--- src/rtl/mem_arbiter.sv ---
// mem_arbiter: shares one memory request port between instruction-fetch
// and data requesters, round-robin, one transaction in flight, with timeout.
module mem_arbiter #(
    parameter int ADDR_W      = 32,
    parameter int DATA_W      = 32,
    parameter int TIMEOUT_CYC = 255
) (
    input  logic              ARB_Clk,
    input  logic              ARB_Reset,
    input  logic              ARB_Ins_Req,
    input  logic [ADDR_W-1:0] ARB_Ins_Addr,
    output logic [DATA_W-1:0] ARB_Ins_Rdata,
    output logic              ARB_Ins_Done,
    input  logic              ARB_Dat_Req,
    input  logic              ARB_Dat_We,
    input  logic [ADDR_W-1:0] ARB_Dat_Addr,
    input  logic [DATA_W-1:0] ARB_Dat_Wdata,
    output logic [DATA_W-1:0] ARB_Dat_Rdata,
    output logic              ARB_Dat_Done,
    output logic              ARB_Mem_Valid_Out,
    input  logic              ARB_Mem_Ready_In,
    output logic              ARB_Mem_We,
    output logic [ADDR_W-1:0] ARB_Mem_Addr,
    output logic [DATA_W-1:0] ARB_Mem_Wdata,
    input  logic              ARB_Mem_Rvalid_In,
    input  logic [DATA_W-1:0] ARB_Mem_Rdata,
    output logic              ARB_Error,
    output logic              ARB_Grant,
    output logic [1:0]        ARB_State
);

    localparam logic [1:0] S_IDLE = 2'b00;
    localparam logic [1:0] S_REQ  = 2'b01;
    localparam logic [1:0] S_RESP = 2'b10;
    localparam logic [1:0] S_DONE = 2'b11;

    // Abort on the edge where the wait counter would reach TIMEOUT_CYC.
    localparam logic [15:0] WAIT_LAST = 16'(TIMEOUT_CYC - 1);

    logic [1:0]  state;
    logic        last_grant;
    logic [15:0] wait_cnt;
    logic        pick_dat;
    logic        timed_out;

    assign pick_dat  = ARB_Dat_Req && (!ARB_Ins_Req || !last_grant);
    assign timed_out = (wait_cnt == WAIT_LAST);

    assign ARB_State         = state;
    assign ARB_Mem_Valid_Out = (state == S_REQ);
    assign ARB_Ins_Done      = (state == S_DONE) && !ARB_Grant;
    assign ARB_Dat_Done      = (state == S_DONE) && ARB_Grant;

    always_ff @(posedge ARB_Clk) begin
        if (!ARB_Reset) begin
            state         <= S_IDLE;
            last_grant    <= 1'b1;
            wait_cnt      <= '0;
            ARB_Mem_We    <= 1'b0;
            ARB_Mem_Addr  <= '0;
            ARB_Mem_Wdata <= '0;
            ARB_Ins_Rdata <= '0;
            ARB_Dat_Rdata <= '0;
            ARB_Error     <= 1'b0;
            ARB_Grant     <= 1'b0;
        end else begin
            case (state)
                S_IDLE: begin
                    if (ARB_Ins_Req || ARB_Dat_Req) begin
                        ARB_Grant     <= pick_dat;
                        ARB_Mem_We    <= pick_dat && ARB_Dat_We;
                        ARB_Mem_Addr  <= pick_dat ? ARB_Dat_Addr : ARB_Ins_Addr;
                        ARB_Mem_Wdata <= pick_dat ? ARB_Dat_Wdata : '0;
                        wait_cnt      <= '0;
                        state         <= S_REQ;
                    end
                end
                S_REQ: begin
                    if (ARB_Mem_Ready_In) begin
                        wait_cnt <= '0;
                        state    <= ARB_Mem_We ? S_DONE : S_RESP;
                    end else if (timed_out) begin
                        ARB_Error <= 1'b1;
                        state     <= S_DONE;
                    end else begin
                        wait_cnt <= wait_cnt + 16'd1;
                    end
                end
                S_RESP: begin
                    if (ARB_Mem_Rvalid_In) begin
                        if (ARB_Grant) ARB_Dat_Rdata <= ARB_Mem_Rdata;
                        else           ARB_Ins_Rdata <= ARB_Mem_Rdata;
                        state <= S_DONE;
                    end else if (timed_out) begin
                        ARB_Error <= 1'b1;
                        state     <= S_DONE;
                    end else begin
                        wait_cnt <= wait_cnt + 16'd1;
                    end
                end
                S_DONE: begin
                    last_grant <= ARB_Grant;
                    state      <= S_IDLE;
                end
                default: state <= S_IDLE;
            endcase
        end
    end

endmodule

--- config.mk ---
export PLATFORM = sky130hd
export DESIGN_NAME = mem_arbiter
export DESIGN_NICKNAME = d
export VERILOG_FILES = /design/src/rtl/mem_arbiter.sv
export SDC_FILE = /design/constraint.sdc
export NUM_CORES = 1
export LEC_CHECK = 0
export ABC_AREA = 1
export ABC_CLOCK_PERIOD_IN_PS = 1900
export CAP_MARGIN = 20
export CORE_ASPECT_RATIO = 1.1
export CORE_MARGIN = 5
export CORE_UTILIZATION = 45
export DETAILED_ROUTE_END_ITERATION = 8
export DONT_BUFFER_PORTS = 1
export PLACE_DENSITY = 0.56
export SYNTH_ARGS = -nofsm -noshare
export SYNTH_HDL_FRONTEND = slang
export SYNTH_SLANG_ARGS = --single-unit
--- constraint.sdc ---
create_clock -name ARB_Clk -period 1.9 [get_ports ARB_Clk]
set_input_delay 0.285 -clock ARB_Clk [delete_from_list [all_inputs] [get_ports ARB_Clk]]
set_output_delay 0.285 -clock ARB_Clk [all_outputs]
set_load 0.02 [all_outputs]
# Word level (Yosys, flattened, before mapping)
# Cells that the tools add are included.
dict set report totals {
  regBits 150
  latch_bits 0
  ramBits 0
  mem_bits_ro 0
  input_bits 135
  output_inout_bits 136
  word_cells 53
  mem_count 0
}
dict set report classes {
  add_sub_neg 1
  multipliers 0
  div_mod_pow 0
  magnitude_cmp 0
  eq_ne 7
  shift 0
  n_mux 17
  bitwise_logic 1
  reduce_logical 17
}
# op n
set op_table {}
lappend op_table {{two-way mux 16 bit} 4}
lappend op_table {{two-way mux 32 bit} 2}
lappend op_table {{case mux 16 bit (3 select lines)} 1}
lappend op_table {{adder 16 x 1 -> 16 bit, second input constant} 1}
lappend op_table {{equality test 16 x 8 -> 1 bit, second input constant} 1}
lappend op_table {{AND reduction 3 bit} 4}
lappend op_table {{two-way mux 2 bit} 4}
lappend op_table {{case mux 2 bit (4 select lines)} 1}
lappend op_table {{!= test 2 bit, second input constant} 3}
lappend op_table {{equality test 2 bit, second input constant} 2}
lappend op_table {{logical AND 1 bit} 4}
lappend op_table {{two-way mux 1 bit} 4}
lappend op_table {{logical NOT 1 bit} 3}
lappend op_table {{nonzero test 3 bit} 1}
lappend op_table {{equality test 2 x 1 -> 1 bit, second input constant} 1}
lappend op_table {{logical NOT 2 bit} 1}
lappend op_table {{logical OR 1 bit} 2}
lappend op_table {{case mux 1 bit (2 select lines)} 1}
lappend op_table {{AND reduction 2 bit} 1}
lappend op_table {{nonzero test 2 bit} 1}
lappend op_table {{inverter 1 bit} 1}

# Logic depth before layout (Yosys ltp)
# Gate-level depths: netlist of run 1.
dict set report depth {
  word_depth 4
  depth_mapped 12
  depth_no_buf 11
}

# Worst setup path before layout of run 1
# Ideal clock, no wire load.
dict set report synth_timing {
  path_kind {flip-flop to flip-flop}
  start {register state[1], in the netlist ARB_State[1]}
  end {register wait_cnt[6]}
  t_arrival_ps 1686
  required_ps 1785
  slack_ps 99
  path_stages_with_launch 11
  path_buffers 0
  synth_period_minus_slack_ps 1801
  cell_sequence {dfxtp_1 inv_1 ha_1 inv_1 nand2_2 nand2_2 nor2_4 nand2_2 nand2_4 clkinv_2 and3_1}
}
dict set report synth_between {
  elab_chain_len 3
}
# element line
set synth_lines {}
lappend synth_lines {{from (decl)} 40} ;# logic [1:0] state;
lappend synth_lines {{from (signal assigned)} 81} ;# state <= ARB_Mem_We ? S_DONE : S_RESP;
lappend synth_lines {{equality test 2 bit (tied with other cells)} 67} ;# case (state)
lappend synth_lines {{!= test 2 bit (no line) or nonzero test 3 bit (tied branches)} --}
lappend synth_lines {{AND reduction 3 bit (no line)} --}
lappend synth_lines {{to (signal assigned)} 86} ;# wait_cnt <= wait_cnt + 16'd1;
lappend synth_lines {{to (signal assigned)} 98} ;# wait_cnt <= wait_cnt + 16'd1;
lappend synth_lines {{to (decl)} 42} ;# logic [15:0] wait_cnt;
# Several ways; a longest one is shown, not always the timed one.
# A chain may end at the register's enable or synchronous reset.

# Worst setup path after layout of run 1
dict set report layout_timing {
  start {register state[0], in the netlist ARB_State[0]}
  end {register wait_cnt[9]}
}
# The elaborated chain is that of the path after synthesis.

==> flow_summary_export.csv, run 1 <==
group,metric,value,unit
grt,grt_start_max_net_pins,52,
flow_run,cap_viol_max_count,0,
pwr,internal_power,5.380,mW
timing,fin_skew,0.009145,ns
setup_path,critPathKind,"register to register",
routing,wirelength,18640,um
setup_path,path_cells,"inv_1, ha_1, inv_1, nand2_2, nand2_2, nor2_4, buf_12, nand3_2, or2_0, a21oi_1",
timing,setup_violations,0,
yosys,async_flop_share,0,%
yosys,synth-edff-count,0,
placement,globalplace.congestion,0.8501,
placement,place_inst,933,
routing,drc,0,
pwr,switching_share,27.52,%
yosys,syn_inst,809,
grt,grt.met3_usage,8.627,%
finish,num_antenna_cells,0,
floorplan,start_util,46.01,%
pwr,peakVddDrop,0.0005739,V
setup_path,critPathMaxFanout,7,
run_status,status,"complete, no violations",
worst_hold_path,hp-class,"primary input to register",
yosys,synth_top_area_share,49.39,%
pwr,seqPwrFrac,47.9,%
routing,wl_per_cell,18.96,um
grt,grt_pass1_wl,29370,um
pwr,p_leak,2.670,nW
setup_path,critPathLaunchType,"register",
finish,drive_gt1_share,9.246,%
grt,use_met2,38.21,%
floorplan,die_y,131.9,um
finish,final_cell_count_no_fill,983,
setup_path,critPathCaptureType,"register",
setup_path,critPathSlowestCell,"dfxtp_1",
yosys,synth_most_common_cell,"nand2_1",
routing,drt_iter0_markers,314,
clock_network,clock-sinks,150,
routing,ant_nets,0,
floorplan,die-area,15940,sq um
setup_path,critPathArrivalTime,2.11,ns
yosys,yosys-top-cells-area,"dfxtp_1 49%, nand2_1 10%, a21oi_1 6.6%",
yosys,syn_avg_cell_area,7.515,sq um
yosys,synth_warnings,0,
floorplan,row_count,44,
finish,area_growth,14.80,%
timing,min_period,1.771,ns
setup_path,required,2.24,ns
floorplan,ios,271,
timing,setup_tns,0,ns
placement,io_buffers,0,
clock_network,clkLatencyLatePin,0.42,ns
yosys,ys_seq_area_share,49.39,%
finish,nNetsFinal,952,
timing,max_freq,0.5646,GHz
pwr,p_clk_share,42.8,%
yosys,synth.ff_latch_count,150,
floorplan,die_w,120.8,um
pwr,p_per_area,1063,nW/um^2
timing,grt_setup_unrepaired,"true",
timing,maxSlewViolCount,0,
clock_network,clock_path_buffers,2,
yosys,yosys.cell_types.count,35,
floorplan,coreArea,13210,sq um
pwr,power.switching,2.042,mW
routing,dr.pass1.iters,4,
grt,busiest_layer,"met2",
grt,track_usage,23.08,%
clock_network,cts_tree,"yes",
yosys,synthTopCellsByCount,"170 x nand2_1, 150 x dfxtp_1, 91 x nor2_1",
placement,dpl.hpwl,12850,um
clock_network,clk_pin_slew,0.06,ns
timing,tightest_slew,0.7287,ns
yosys,synth_nets,952,
yosys,yosys.area.top_type,"dfxtp_1",
yosys,netlist_area,6080,sq um
grt,grt_overflow,0,
yosys,synth_ff_type,"dfxtp_1",
finish,fin_util,52.82,%
clock_network,htree_levels,4,
timing,slew_headroom,51.26,%
finish,n_fill_cell,1230,
grt,grt_pass1_vias,5375,
timing,final_hold_viol_count,0,
grt,grt_antenna_before_repair,1,
clock_network,root_buffer,"clkbuf_16",
clock_network,cts_buffers,17,
routing,num_vias,5504,
setup_path,crit_path_max_incr_delay,0.33,ns
pwr,combPwrFrac,9.3,%
routing,vias_per_cell,5.599,
grt,met1_usage,26.77,%
timing,final.period_utilization,93.21,%
==> worst max-delay path, delay by kind of cell (launching register included) <==
kind / cells / cell delay (ns)
AOI/OAI and AO/OA: 1 / 0.12
adders and majority gates: 1 / 0.32
and+or+nand+nor: 5 / 0.64
DFF: 1 / 0.33
buffers and inverters: 3 / 0.32
==> cells by family after synthesis <==
| kind of cell | share of synthesized area, % |
|---|---|
| AOI/OAI and AO/OA | 16.81 |
| adders and majority gates | 1.646 |
| and+or+nand+nor | 25.21 |
| buffers and inverters | 6.935 |
| DFF | 49.39 |
==> power by group through the flow <==
stage          sequential [mW]  clock (mW)  combinational [mW]
2_1_floorplan             3.58           0               0.494
3_3_place_gp              3.62           0               0.597
3_5_place_dp              3.62           0               0.618
4_1_cts                   3.56        3.24               0.668
5_1_grt                   3.57        3.37               0.780
6_report                  3.55        3.18               0.691
==> layout by cell type, fill, tap and decap left out, drive strengths merged <==
master / count
a211oi: 1
a21oi: 80
a31oi: 33
and3: 1
buf: 21
bufinv: 1
clkbuf: 19
clkinv: 6
clkinvlp: 5
dfxtp: 150
dlygate4sd3: 16
ha: 8
inv: 42
nand2: 175
nand3: 80
nand4: 6
nor2: 93
nor3: 4
nor3b: 1
o21a: 1
o21ai: 74
o21bai: 4
or2: 1
==> repair_timing <==
item / in CTS / in global routing
hold buffers: 16 / 0
resized for setup: 0 / 3
endpoints found under the setup margin: 0 / 38
hold endpoints to repair: 39 / 0
setup buffers: 0 / 1
==> layout make-up <==
class | instances | area (sq um) | share of cell area, %
clock buffers | 19 | 442.9 | 6.346
multi-input cells | 562 | 2676 | 38.35
inverters | 41 | 157.7 | 2.259
well taps | 161 | 201.4 | 2.886
flip-flops and latches | 150 | 3004 | 43.04
repair buffers | 37 | 375.4 | 5.378
clock inverters | 13 | 121.4 | 1.739
==> sequential cells by signal (all words and copies together), names as in the netlist <==
register and count:
ARB_State 2, wait_cnt 16, ARB_Mem_Addr 32, ARB_Grant 1, ARB_Dat_Rdata 32, ARB_Mem_Wdata 32, last_grant 1, ARB_Ins_Rdata 32
ARB_Mem_We 1, ARB_Error 1
==> final timing paths <==
path | depth (start not counted) | slack (ns) | from | end
worst max-delay path | 10 | 0.13 | ARB_State[0] | wait_cnt[9]
worst min-delay path | 2 | 0.02 | ARB_Mem_Rdata[23] | ARB_Ins_Rdata[23]
worst max register to register | 10 | 0.13 | ARB_State[0] | wait_cnt[9]
worst min register to register | 2 | 0.47 | last_grant | last_grant
==> per-stage QoR <==
stage | worst slack (ns) | hold slack (ns) | instance area, sq um | total power [mW]
2_1_floorplan | 0.09901 | 0.4199 | 6080 | 4.078
3_3_place_gp | 0.05928 | 0.3822 | 6212 | 4.221
3_5_place_dp | 0.01483 | 0.3855 | 6212 | 4.241
4_1_cts | 0.007122 | 0.0001421 | 6937 | 7.464
5_1_grt | -0.01543 | 0.01163 | 6979 | 7.720
6_report | 0.1289 | 0.01843 | 6979 | 7.422
==> routing by layer <==
layer	vias up	wire [um]
met1	2525	6987
li1	2690	-
met4	2	605
met2	248	9145
met3	39	1887
met5	-	13
No activity file was read; power rests on OpenSTA's default activity.
==> inputs of run 2 (changes only) <==
CAP_MARGIN = not set   (was 20)
==> run 2 against run 1 <==
Highest routed layer unchanged; via count shrank 0.22%; core utilization shrank 0.11 points; combinational power shrank 0.7%; non-clock buffer count shrank 1; largest power group unchanged; clock power is essentially flat; sequential share of layout area grew 0.093 points; die area is the same; clock skew shrank 0.00068 ns.
==> flow_summary_export.csv, run 2 (same netlist as run 1, synthesis figures left out) <==
group,metric,value,unit
run_status,status,"complete, no violations",
timing,final.period_utilization,93.27,%
grt,track_usage,23.08,%
timing,slew_headroom,22.84,%
finish,nNetsFinal,951,
clock_network,root_buffer,"clkbuf_16",
clock_network,htree_levels,4,
grt,grt_antenna_before_repair,1,
routing,wl_met1,7010,um
pwr,p_per_area,1065,nW/um^2
placement,dpl.hpwl,12850,um
clock_network,clkLatencyLatePin,0.42,ns
timing,tightest_slew,1.154,ns
grt,grt_start_max_net_pins,52,
placement,io_buffers,0,
clock_network,cts_tree,"yes",
setup_path,critPathArrivalTime,2.11,ns
floorplan,die_y,131.9,um
setup_path,r2r_slack,0.13,ns
worst_hold_path,hp-class,"primary input to register",
timing,max_freq,0.5643,GHz
setup_path,crit_path_max_incr_delay,0.33,ns
finish,fin_area,6964,sq um
routing,vias_per_cell,5.593,
timing,grt_setup_unrepaired,"true",
floorplan,die-area,15940,sq um
setup_path,required,2.24,ns
routing,ant_nets,0,
placement,globalplace.congestion,0.8501,
finish,layout_common_cells,"168 x nand2_1, 149 x dfxtp_1, 89 x nor2_1",
finish,final_cell_count_no_fill,982,
setup_path,critPathSlowestCell,"dfxtp_1",
finish,area_growth,14.55,%
timing,fin_skew,0.008465,ns
finish,final_common_cell,"nand2_1",
setup_path,critPathKind,"register to register",
timing,final_hold_viol_count,0,
setup_path,critPathCaptureType,"register",
floorplan,die_w,120.8,um
routing,drt_iter0_markers,320,
timing,min_period,1.772,ns
floorplan,start_util,46.01,%
routing,routed-wl-met2,9166,um
grt,grt_pass1_vias,5375,
grt,grt_overflow,0,
clock_network,cts_buffers,17,
routing,wl_per_cell,18.95,um
flow_run,cap_viol_max_count,0,
pwr,report.power.total,7.417,mW
finish,drive_gt1_share,9.135,%
placement,place_inst,933,
routing,num_vias,5492,
routing,top_layer,"met5",
clock_network,clock-sinks,150,
setup_path,critPathLaunchType,"register",
grt,grt_pass1_wl,29370,um
setup_path,path_cells,"inv_1, ha_1, inv_1, nand2_2, nand2_2, nor2_4, buf_12, nand3_2, or2_0, a21oi_1",
setup_path,critPathMaxFanout,7,
pwr,p_leak,2.663,nW
routing,route.met3.wl,1852,um
pwr,peakVddDrop,0.0005749,V
routing,wirelength,18610,um
timing,maxSlewViolCount,0,
routing,drc,0,
clock_network,clock_path_buffers,2,
floorplan,coreArea,13210,sq um
placement,dpl_cell_area,6212,sq um
routing,dr.pass1.iters,5,
floorplan,row_count,44,
clock_network,clk_pin_slew,0.06,ns
finish,n_fill_cell,1231,
finish,num_antenna_cells,0,
timing,setup_violations,0,
floorplan,ios,271,
-- run 2: layer usage --
metal	global-route usage, %	up-vias
met2	38.21	248
met1	26.77	2517
li1	-	2688
met4	9.446	2
met5	0	-
met3	8.627	37
-- run 2: path summary, 6_finish.rpt --
kind	cells after the start	start	to
setup / recovery	10	ARB_State[0]	wait_cnt[9]
hold / removal	2	ARB_Mem_Rdata[23]	ARB_Ins_Rdata[23]
setup reg to reg	10	ARB_State[0]	wait_cnt[9]
hold reg to reg	2	last_grant	last_grant
-- run 2: repair_timing --
action	4_1_cts	5_1_grt
buffers inserted	0	1
endpoints found under the setup margin	0	38
resized for setup	0	3
hold buffers	16	0
endpoints found under the hold margin	39	0
-- run 2: worst max-delay path, delay by kind of cell, from the launching register on --
family,cells,cell delay (ns)
flops,1,0.33
simple gates,5,0.63
buf+inv,3,0.31
compound gates,1,0.12
fa+ha+maj,1,0.32
-- run 2: final cells by class --
cell class	count	area [sq um]	area share [%]
repair buffers	36	360.3	5.174
clock inverters	13	121.4	1.743
clock buffers	19	442.9	6.360
inverters	41	157.7	2.264
flip-flops and latches	150	3004	43.14
well taps	161	201.4	2.893
multi-input cells	562	2676	38.43
-- run 2: metrics by stage --
step                      hold WS, ns  setup WS [ns]  util, %  setup TNS [ns]
after floorplan                0.4199        0.09901        -               0
after global placement         0.3822        0.05928    47.02               0
after detailed placement       0.3855        0.01483    47.02               0
after CTS                   0.0001421       0.007122    52.50               0
after global routing          0.01163       -0.01389    52.71        -0.01389
final                         0.01963         0.1279    52.71               0
-- run 2: power breakdown --
group | internal [mW] | leakage, nW | switching, mW
logic | 0.245 | 1.18 | 0.441
registers | 3.29 | 1.22 | 0.267
clock network | 1.85 | 0.262 | 1.33
total | 5.38 | 2.66 | 2.04
